File: config.mk
export PLATFORM = sky130hd
export DESIGN_NAME = load_store_unit
export DESIGN_NICKNAME = d
export VERILOG_FILES = /design/src/rtl/load_store_unit.sv
export SDC_FILE = /design/constraint.sdc
export NUM_CORES = 1
export LEC_CHECK = 0
export CAP_MARGIN = 20
export CORE_MARGIN = 4
export CORE_UTILIZATION = 57
export CTS_CLUSTER_SIZE = 28
export DETAILED_ROUTE_END_ITERATION = 12
export DONT_BUFFER_PORTS = 1
export HOLD_SLACK_MARGIN = 0.06
export MAX_ROUTING_LAYER = met4
export PLACE_DENSITY = 0.77
export SYNTH_ARGS = -nofsm -noshare
export SYNTH_HDL_FRONTEND = slang
export SYNTH_SLANG_ARGS = --single-unit
export TNS_END_PERCENT = 100
File: constraint.sdc
create_clock -name clk -period 2.5 [get_ports clk]
set_clock_uncertainty 0.2 [all_clocks]
set_input_delay 0.5 -clock clk [delete_from_list [all_inputs] [get_ports clk]]
set_output_delay 0.5 -clock clk [all_outputs]
set_load 0.01 [all_outputs]
File: src/rtl/load_store_unit.sv
// Memory-stage load/store unit: lane steering, load extraction, a two-state wait FSM
// that stalls the pipeline until memory completes, and the M->W pipeline register.
module load_store_unit #(
  parameter int unsigned WIDTH = 32
) (
  input  logic             clk,
  input  logic             rst,
  input  logic             RegWriteM,
  input  logic [1:0]       ResultSrcM,
  input  logic             MemReadM,
  input  logic             MemWriteM,
  input  logic [2:0]       Funct3M,
  input  logic [WIDTH-1:0] ALUResultM,
  input  logic [WIDTH-1:0] WriteDataM,
  input  logic [4:0]       RdM,
  input  logic [WIDTH-1:0] PCPlus4M,
  input  logic             mem_ready,
  input  logic [WIDTH-1:0] mem_rdata,
  output logic             mem_req,
  output logic             mem_we,
  output logic [WIDTH-1:0] mem_addr,
  output logic [WIDTH-1:0] mem_wdata,
  output logic [3:0]       mem_be,
  output logic             StallM,
  output logic             RegWriteW,
  output logic [1:0]       ResultSrcW,
  output logic [WIDTH-1:0] ALUResultW,
  output logic [WIDTH-1:0] ReadDataW,
  output logic [4:0]       RdW,
  output logic [WIDTH-1:0] PCPlus4W,
  output logic             MisalignW
);

  localparam int unsigned BE_W = 4;

  typedef enum logic {
    S_IDLE = 1'b0,
    S_WAIT = 1'b1
  } state_e;

  state_e state_q;

  // Access latched when memory does not answer in the issuing cycle
  logic [WIDTH-1:0] addr_q;
  logic [2:0]       funct3_q;
  logic             we_q;
  logic [WIDTH-1:0] wdata_q;
  logic [BE_W-1:0]  be_q;
  logic [4:0]       rd_q;
  logic             regwrite_q;
  logic [1:0]       resultsrc_q;
  logic [WIDTH-1:0] pcplus4_q;

  logic             regwrite_w_q, regwrite_w_d;
  logic [1:0]       resultsrc_w_q, resultsrc_w_d;
  logic [WIDTH-1:0] aluresult_w_q, aluresult_w_d;
  logic [WIDTH-1:0] readdata_w_q, readdata_w_d;
  logic [4:0]       rd_w_q, rd_w_d;
  logic [WIDTH-1:0] pcplus4_w_q, pcplus4_w_d;
  logic             misalign_w_q, misalign_w_d;

  logic             access_m;
  logic             legal_m;
  logic             misalign_m;
  logic             ok_m;
  logic             fault_m;
  logic [WIDTH-1:0] wdata_m;
  logic [BE_W-1:0]  be_m;

  // Select the addressed lane and sign/zero extend it to the register width
  function automatic logic [WIDTH-1:0] load_value(input logic [2:0]       f3,
                                                  input logic [1:0]       off,
                                                  input logic [WIDTH-1:0] rdata);
    logic [WIDTH-1:0] sh;
    sh = rdata >> {off, 3'b000};
    case (f3)
      3'b000:  return {{(WIDTH-8){sh[7]}}, sh[7:0]};
      3'b001:  return {{(WIDTH-16){sh[15]}}, sh[15:0]};
      3'b100:  return WIDTH'(sh[7:0]);
      3'b101:  return WIDTH'(sh[15:0]);
      default: return sh;
    endcase
  endfunction

  // Decode of the live M-stage access
  always_comb begin
    access_m   = MemReadM | MemWriteM;
    legal_m    = MemWriteM ? (Funct3M inside {3'b000, 3'b001, 3'b010})
                           : (Funct3M inside {3'b000, 3'b001, 3'b010, 3'b100, 3'b101});
    misalign_m = ((Funct3M[1:0] == 2'b01) && ALUResultM[0]) ||
                 ((Funct3M[1:0] == 2'b10) && (ALUResultM[1:0] != 2'b00));
    ok_m       = access_m & legal_m & ~misalign_m;
    fault_m    = access_m & ~ok_m;

    wdata_m = WriteDataM;
    be_m    = 4'b1111;
    if (MemWriteM) begin
      case (Funct3M[1:0])
        2'b00: begin
          wdata_m = {(WIDTH/8){WriteDataM[7:0]}};
          be_m    = 4'b0001 << ALUResultM[1:0];
        end
        2'b01: begin
          wdata_m = {(WIDTH/16){WriteDataM[15:0]}};
          be_m    = 4'b0011 << {ALUResultM[1], 1'b0};
        end
        default: begin
          wdata_m = WriteDataM;
          be_m    = 4'b1111;
        end
      endcase
    end
  end

  // Memory request: live inputs when idle, latched access while waiting
  always_comb begin
    mem_req   = 1'b0;
    mem_we    = 1'b0;
    mem_addr  = '0;
    mem_wdata = '0;
    mem_be    = '0;
    StallM    = 1'b0;
    if (!rst) begin
      if (state_q == S_WAIT) begin
        mem_req   = 1'b1;
        mem_we    = we_q;
        mem_addr  = {addr_q[WIDTH-1:2], 2'b00};
        mem_wdata = wdata_q;
        mem_be    = be_q;
        StallM    = ~mem_ready;
      end else if (ok_m) begin
        mem_req   = 1'b1;
        mem_we    = MemWriteM;
        mem_addr  = {ALUResultM[WIDTH-1:2], 2'b00};
        mem_wdata = wdata_m;
        mem_be    = be_m;
        StallM    = ~mem_ready;
      end
    end
  end

  // Next writeback register contents; a stall inserts a bubble
  always_comb begin
    regwrite_w_d  = 1'b0;
    resultsrc_w_d = '0;
    aluresult_w_d = '0;
    readdata_w_d  = '0;
    rd_w_d        = '0;
    pcplus4_w_d   = '0;
    misalign_w_d  = 1'b0;
    if (!StallM) begin
      if (state_q == S_WAIT) begin
        regwrite_w_d  = regwrite_q;
        resultsrc_w_d = resultsrc_q;
        aluresult_w_d = addr_q;
        rd_w_d        = rd_q;
        pcplus4_w_d   = pcplus4_q;
        readdata_w_d  = we_q ? '0 : load_value(funct3_q, addr_q[1:0], mem_rdata);
      end else begin
        regwrite_w_d  = RegWriteM;
        resultsrc_w_d = ResultSrcM;
        aluresult_w_d = ALUResultM;
        rd_w_d        = RdM;
        pcplus4_w_d   = PCPlus4M;
        if (fault_m) begin
          regwrite_w_d = 1'b0;
          misalign_w_d = 1'b1;
        end else if (ok_m && !MemWriteM) begin
          readdata_w_d = load_value(Funct3M, ALUResultM[1:0], mem_rdata);
        end
      end
    end
  end

  always_ff @(posedge clk) begin
    if (rst) begin
      state_q       <= S_IDLE;
      addr_q        <= '0;
      funct3_q      <= '0;
      we_q          <= 1'b0;
      wdata_q       <= '0;
      be_q          <= '0;
      rd_q          <= '0;
      regwrite_q    <= 1'b0;
      resultsrc_q   <= '0;
      pcplus4_q     <= '0;
      regwrite_w_q  <= 1'b0;
      resultsrc_w_q <= '0;
      aluresult_w_q <= '0;
      readdata_w_q  <= '0;
      rd_w_q        <= '0;
      pcplus4_w_q   <= '0;
      misalign_w_q  <= 1'b0;
    end else begin
      if (state_q == S_IDLE) begin
        if (ok_m && !mem_ready) begin
          state_q     <= S_WAIT;
          addr_q      <= ALUResultM;
          funct3_q    <= Funct3M;
          we_q        <= MemWriteM;
          wdata_q     <= wdata_m;
          be_q        <= be_m;
          rd_q        <= RdM;
          regwrite_q  <= RegWriteM;
          resultsrc_q <= ResultSrcM;
          pcplus4_q   <= PCPlus4M;
        end
      end else if (mem_ready) begin
        state_q <= S_IDLE;
      end
      regwrite_w_q  <= regwrite_w_d;
      resultsrc_w_q <= resultsrc_w_d;
      aluresult_w_q <= aluresult_w_d;
      readdata_w_q  <= readdata_w_d;
      rd_w_q        <= rd_w_d;
      pcplus4_w_q   <= pcplus4_w_d;
      misalign_w_q  <= misalign_w_d;
    end
  end

  assign RegWriteW  = regwrite_w_q;
  assign ResultSrcW = resultsrc_w_q;
  assign ALUResultW = aluresult_w_q;
  assign ReadDataW  = readdata_w_q;
  assign RdW        = rd_w_q;
  assign PCPlus4W   = pcplus4_w_q;
  assign MisalignW  = misalign_w_q;

endmodule

==> results of run 1 <==
-- per-layer routing --
metal	vias up	GRT usage (%)
li1	4129	-
met1	4310	35.20
met2	566	50.41
met3	98	7.804
met4	0	10.97
met5	-	-
-- cells in the mapped netlist, drive strengths merged (2+ instances only) --
| cell | number |
|---|---|
| dfxtp | 218 |
| nand2 | 210 |
| nor2 | 191 |
| a21oi | 128 |
| mux2i | 109 |
| clkbuf | 63 |
| mux2 | 48 |
| a22oi | 42 |
| buf | 34 |
| nor3 | 25 |
| o21ai | 17 |
| a32oi | 8 |
| a32o | 7 |
| inv | 5 |
| nand2b | 5 |
| nor2b | 4 |
| a211oi | 3 |
| mux4 | 3 |
| nand3b | 3 |
| nor3b | 3 |
| o211ai | 3 |
| or2 | 3 |
| or4b | 3 |
| a21o | 2 |
| o211a | 2 |
| o221ai | 2 |
-- final cells by class --
class	count	area (um2)
Multi-Input combinational cell	837	5250
Sequential cell	218	4368
Fill cell	1059	4141
Timing Repair Buffer	162	1767
Clock buffer	34	730.7
Tap cell	220	275.3
Clock inverter	6	86.33
Inverter	5	18.77
Antenna cell	2	5.005
-- cell families (layout without fill, tap and decap cells) --
| kind of cell | after synthesis | in the layout |
|---|---|---|
| buffers and inverters | 102 | 207 |
| muxes | 160 | 160 |
| and+or+nand+nor | 452 | 452 |
| other | 1 | 4 |
| AOI/OAI and AO/OA | 223 | 223 |
| DFF | 218 | 218 |
-- repair_timing --
item / 4_1_cts / 5_1_grt
resized for setup: 18 / 61
hold endpoints to repair: 197 / 1
setup buffers: 2 / 4
pin swaps: 4 / 7
hold buffers: 103 / 1
setup endpoints to repair: 68 / 82
gates cloned: 2 / 5
-- power by group through the flow --
| stage | logic, mW | clock network (mW) | registers (mW) |
|---|---|---|---|
| 2_1_floorplan | 0.703 | 0 | 3.83 |
| 3_3_place_gp | 0.809 | 0 | 3.86 |
| 3_5_place_dp | 0.830 | 0 | 3.87 |
| 4_1_cts | 1.04 | 3.66 | 3.79 |
| 5_1_grt | 1.23 | 3.83 | 3.81 |
| 6_report | 1.14 | 3.65 | 3.80 |
-- sequential cells by signal, summed over array words and instances (netlist names) --
| signal | cells |
|---|---|
| ALUResultW | 32 |
| PCPlus4W | 32 |
| ReadDataW | 32 |
| addr_q | 32 |
| pcplus4_q | 32 |
| wdata_q | 32 |
| RdW | 5 |
| rd_q | 5 |
| be_q | 4 |
| funct3_q | 3 |
| ResultSrcW | 2 |
| resultsrc_q | 2 |
| MisalignW | 1 |
| RegWriteW | 1 |
| regwrite_q | 1 |
| state_q | 1 |
| we_q | 1 |
-- worst max-delay path by stage --
stage                from      endpoint  slack [ns]  cells after the start
2_1_floorplan  Funct3M[0]  mem_wdata[1]       -0.18                      6
3_3_place_gp   Funct3M[0]     mem_be[1]       -0.11                      6
3_5_place_dp   Funct3M[0]     mem_be[0]       -0.13                      6
4_1_cts        Funct3M[0]     mem_be[0]        -0.1                      7
5_1_grt        Funct3M[0]     mem_be[1]       -0.20                      7
6_report       Funct3M[0]     mem_be[0]       -0.16                      7
-- per-stage QoR --
stage | total power [mW] | setup WS (ns) | area [um2]
floorplan | 4.534 | -0.1788 | 9853
global placement | 4.673 | -0.1087 | 10160
detailed placement | 4.698 | -0.1262 | 10160
CTS | 8.494 | -0.09821 | 12140
global route | 8.872 | -0.2006 | 12500
finish | 8.589 | -0.1586 | 12500
-- tightest hold or removal path, cell delays in order --
cell and delay, ns:
a21oi_1 0.03, o21ai_0 0.07, a32o_1 0.14
==> impl_metrics.csv, run 1 <==
group,metric,value,unit
run_status,status,"finished, violations left",
run_status,violations,"setup timing",
power_and_ir_drop,pwr-share-seq,44.3,%
synthesis,ys_seq_elements,218,
critical_path,r2r-end,"ReadDataW[22]",
route,via_per_inst,6.134,
critical_path,rr_worst_depth,5,
grt,grt_pass1_vias,8808,
synthesis,yosys-top-cells-area,"dfxtp_1 45%, mux2i_1 11%, nand2_1 8.1%",
sta,relSlewSlack,30.05,%
run,cap_violations,0,
sta,worstMarginPinSlew,1.047,ns
power_and_ir_drop,switching_power,2.176,mW
cells_and_area,fin_util,75.11,%
critical_path,path_cells,"or4_4 -> a211oi_4 -> buf_6 -> buf_12 -> o21ai_1 -> a21oi_1 -> buf_4",
power_and_ir_drop,clockPowerShare,42.5,%
route,drt_iter0_markers,651,
die,rows,47,
clock_tree,path_clk_slew,0.06,ns
synthesis,synth_edf_count,0,
die,die_w,138.4,um
route,drc,0,
power_and_ir_drop,powerDensity,687.0,nW/um2
sta,hold_ws,0.07332,ns
route,drt-total-wl,31660,um
synthesis,synth.mux.area_fraction,17.52,%
sta,fin_crit_sh,106.3,%
power_and_ir_drop,swShare,25.34,%
grt,grt_max_degree,99,
cells_and_area,fin_cells,1484,
synthesis,netlist_instances,1156,
route,wire_per_inst,21.33,um
route,route.met3.wl,3233,um
critical_path,critPathRequiredTime,1.80,ns
hold_path,min_to,"ReadDataW[12]",
critical_path,cpPeakStageDelay,0.56,ns
sta,setup_viol,38,
critical_path,cp-start-kind,"input pin",
place,gp_congestion,0.8753,
sta,setup-tns-final,-4.107,ns
cells_and_area,final_cell_mix,"217 x dfxtp_1, 210 x nand2_1, 134 x nor2_1",
synthesis,synth_fa_ha_area_share,0,%
synthesis,syn_area_per_cell,8.390,um2
sta,setup_slack,-0.1586,ns
critical_path,arrival,1.96,ns
place,port_buffers,0,
power_and_ir_drop,combinationalPowerShare,13.3,%
sta,slew_violations,0,
sta,max_freq,376.1,MHz
route,wl_met1,11590,um
die,dieArea,19170,um2
clock_tree,numClockSinks,218,
critical_path,crit_buf_inv,3,
clock_tree,cts_tree,"yes",
synthesis,netlist-cell-type-count,46,
synthesis,synth_top_cell_by_area,"dfxtp_1",
clock_tree,root_buffer,"clkbuf_16",
grt,grt_pass1_wl,47350,um
synthesis,synth_top_family_by_area,"simple AND/OR/NAND/NOR gates",
route,ant_nets,0,
cells_and_area,syn_to_final_growth,28.88,%
synthesis,synth-seq-area-share,44.99,%
synthesis,synth_compound_area_share,14.29,%
synthesis,ys_warn_count,0,
critical_path,setup.worst_path.class,"in -> out",
die,die_y,138.4,um
route,drtPass1Iterations,6,
grt,grt_use_total,30.18,%
hold_path,hold_class,"in -> reg",
route,dr.max_layer_used,"met4",
power_and_ir_drop,internal-power,6.412,mW
grt,grt.overflow.total,0,
cells_and_area,finalNetCount,1392,
die,core_region_area,16640,um2
synthesis,syn_area,9699,um2
critical_path,r2r-start,"addr_q[1]",
clock_tree,htree_levels,1,
place,hpwl,18160,um
route,num_vias,9103,
critical_path,worstSetupEndpointType,"output pin",
cells_and_area,final_layout_size_suffix_gt1_share,19.89,%
hold_path,whs_path_depth,3,
power_and_ir_drop,vdd_drop_max,600.2,uV
synthesis,synth_xor_area_share,0,%
sta,timing_hold_violations_final,0,
clock_tree,clock_path_buffers,3,
critical_path,crit_path_max_fanout,21,
synthesis,synth_top_area_share,44.99,%
power_and_ir_drop,leakagePower,4.559,nW
cells_and_area,final_common_cell,"dfxtp_1",
critical_path,regToRegSetupSlack,0.15,ns
synthesis,async_flop_share,0,%
synthesis,yosys.area_share.simple,18.77,%
sta,grt_setup_unrepaired,"true",
route,dr_wl_met2,15640,um
clock_tree,insertion_delay,0.51,ns
synthesis,ys.flop_type,"dfxtp_1",
critical_path,slowest_stage,"or4_4",
sta,period_minus_slack,2.659,ns
clock_tree,cts_buffers,24,
die,num_io_pins,320,
place,placedCellCount,1326,
critical_path,critPathTopFamily,"simple AND/OR/NAND/NOR gates",
hold_path,hp-start,"mem_rdata[20]",
die,start_util,58.28,%
grt,antenna_found_initial,1,
(Power assumes the default switching activity.)
==> run 2, diff against run 1 <==
--- a/config.mk
+++ b/config.mk
@@ -8,12 +8,14 @@
 export CAP_MARGIN = 20
 export CORE_MARGIN = 4
 export CORE_UTILIZATION = 57
+export CTS_BUF_LIST = sky130_fd_sc_hd__clkbuf_4 sky130_fd_sc_hd__clkbuf_8 sky130_fd_sc_hd__clkbuf_16
 export CTS_CLUSTER_SIZE = 28
 export DETAILED_ROUTE_END_ITERATION = 12
 export DONT_BUFFER_PORTS = 1
 export HOLD_SLACK_MARGIN = 0.06
 export MAX_ROUTING_LAYER = met4
 export PLACE_DENSITY = 0.77
+export RECOVER_POWER = 25
 export SYNTH_ARGS = -nofsm -noshare
 export SYNTH_HDL_FRONTEND = slang
 export SYNTH_SLANG_ARGS = --single-unit
==> run 2 against run 1 <==
Against the previous run:
- the flow still finishes with violations (setup timing)
- sequential share of layout area is 0.44 points lower
- wire length grew 3.7%
- first-iteration DRC count grew 16%
- via count increased by 1.6%
- critical path type unchanged
- critical path depth unchanged
- die area did not move
- final area rose by 1.3%
- worst setup slack worse by 0.0016 ns
- total power up 0.90%
==> impl_metrics.csv, run 2 (synthesis gave the netlist of run 1 again) <==
group,metric,value,unit
run_status,status,"finished, violations left",
run_status,violations,"setup timing",
sta,max_freq,375.9,MHz
route,drtPass1Iterations,6,
cells_and_area,final_cell_mix,"217 x dfxtp_1, 210 x nand2_1, 142 x nor2_1",
route,drt-total-wl,32850,um
grt,grt_pass1_wl,47720,um
critical_path,cpPeakStageDelay,0.56,ns
power_and_ir_drop,total_power,8.666,mW
critical_path,critPathRequiredTime,1.80,ns
hold_path,hold_class,"in -> reg",
power_and_ir_drop,leakagePower,4.630,nW
route,drt_iter0_markers,758,
sta,grt_setup_unrepaired,"true",
die,dieArea,19170,um2
clock_tree,insertion_delay,0.51,ns
cells_and_area,fin_util,76.08,%
sta,fin_crit_sh,106.4,%
place,placed_area,10160,um2
clock_tree,path_clk_slew,0.07,ns
critical_path,regToRegSetupSlack,0.08,ns
place,gp_congestion,0.8753,
cells_and_area,final_layout_size_suffix_gt1_share,19.16,%
critical_path,crit_path_max_fanout,21,
clock_tree,numClockSinks,218,
die,die_w,138.4,um
sta,timing_hold_violations_final,0,
sta,setup_slack,-0.1603,ns
hold_path,whs_path_depth,3,
sta,worstMarginPinSlew,0.6584,ns
cells_and_area,syn_to_final_growth,30.53,%
cells_and_area,finalNetCount,1398,
die,die_y,138.4,um
critical_path,cp-start-kind,"input pin",
critical_path,r2r-start,"state_q",
grt,antenna_found_initial,1,
place,hpwl,18160,um
critical_path,arrival,1.96,ns
critical_path,path_cells,"or4_4 -> buf_6 -> a21oi_4 -> o21bai_4 -> buf_12 -> nor2_2 -> buf_4",
sta,hold_ws,0.07363,ns
run,cap_violations,0,
route,ant_nets,0,
route,wire_per_inst,22.06,um
hold_path,min_to,"ReadDataW[14]",
die,num_io_pins,320,
sta,slew_violations,0,
grt,grt_use_total,30.45,%
grt,grt_pass1_vias,8855,
clock_tree,htree_levels,1,
cells_and_area,final_common_cell,"dfxtp_1",
clock_tree,cts_tree,"yes",
critical_path,rr_worst_depth,7,
grt,grt_max_degree,99,
critical_path,r2r-end,"wdata_q[3]",
route,drc,0,
sta,setup_viol,69,
sta,period_minus_slack,2.660,ns
route,num_vias,9250,
sta,relSlewSlack,56.05,%
die,start_util,58.28,%
die,rows,47,
place,dp_slack,-0.1262,ns
grt,grt.overflow.total,0,
cells_and_area,fin_area,12660,um2
power_and_ir_drop,vdd_drop_max,610.3,uV
place,port_buffers,0,
clock_tree,root_buffer,"clkbuf_16",
clock_tree,cts_buffers,24,
die,core_region_area,16640,um2
critical_path,slowest_stage,"or4_4",
power_and_ir_drop,powerDensity,684.5,nW/um2
critical_path,worstSetupEndpointType,"output pin",
route,via_per_inst,6.212,
clock_tree,clock_path_buffers,3,
hold_path,hp-start,"mem_rdata[22]",
critical_path,setup.worst_path.class,"in -> out",
## run 2: cell count changes in the layout (fill, tap and decap cells not counted), sizes merged
cell	delta
diode	-1
buf	+3
bufbuf	+1
clkbuf	+2
## run 2: metrics by stage
| stage | std cells | TNS [ns] |
|---|---|---|
| after floorplan | 1157 | -7.006 |
| after global placement | 1326 | -1.786 |
| after detailed placement | 1326 | -3.235 |
| after CTS | 1473 | -2.641 |
| after global routing | 1489 | -7.560 |
| final | 1489 | -5.516 |
## run 2: timing repair
item | CTS | global route
hold buffers | 103 | 1
endpoints found under the hold margin | 197 | 1
setup buffers | 2 | 8
cloned | 2 | 7
resized for setup | 18 | 72
endpoints found under the setup margin | 68 | 82
pin swaps | 4 | 36
## run 2: how the worst max path moves through the flow
stage	from	end	slack (ns)	depth (start not counted)
6_report	Funct3M[0]	mem_addr[2]	-0.16	7
5_1_grt	Funct3M[0]	mem_be[1]	-0.20	7
4_1_cts	Funct3M[0]	mem_be[0]	-0.1	7
3_5_place_dp	Funct3M[0]	mem_be[0]	-0.13	6
3_3_place_gp	Funct3M[0]	mem_be[1]	-0.11	6
2_1_floorplan	Funct3M[0]	mem_wdata[1]	-0.18	6
## run 2: final cells by class
| cell class | count | area, um2 |
|---|---|---|
| clock inverter | 6 | 86.33 |
| fill | 1026 | 3981 |
| clock buffer | 34 | 742.0 |
| timing repair buffer | 168 | 1848 |
| sequential | 218 | 4368 |
| tap | 220 | 275.3 |
| antenna | 1 | 2.502 |
| inverter | 5 | 18.77 |
| multi-input combinational | 837 | 5320 |
## run 2: per-layer routing
metal	vias to the layer above	GRT usage [%]	wire (um)
met2	614	50.82	16140
met5	-	-	0
met3	128	7.631	3301
li1	4134	-	-
met1	4374	35.57	11800
met4	0	11.39	1608
## run 2: power by group
| group | total (mW) | internal (mW) | leakage [nW] | switching, mW |
|---|---|---|---|---|
| sequential | 3.80 | 3.65 | 1.78 | 0.150 |
| combinational | 1.18 | 0.539 | 2.43 | 0.646 |
| clock | 3.68 | 2.26 | 0.416 | 1.42 |
## run 2: critical path: cells and delay by family
kind,cells,cell delay (ns)
buffers and inverters,3,0.48
AOI/OAI and AO/OA,2,0.30
and+or+nand+nor,2,0.67
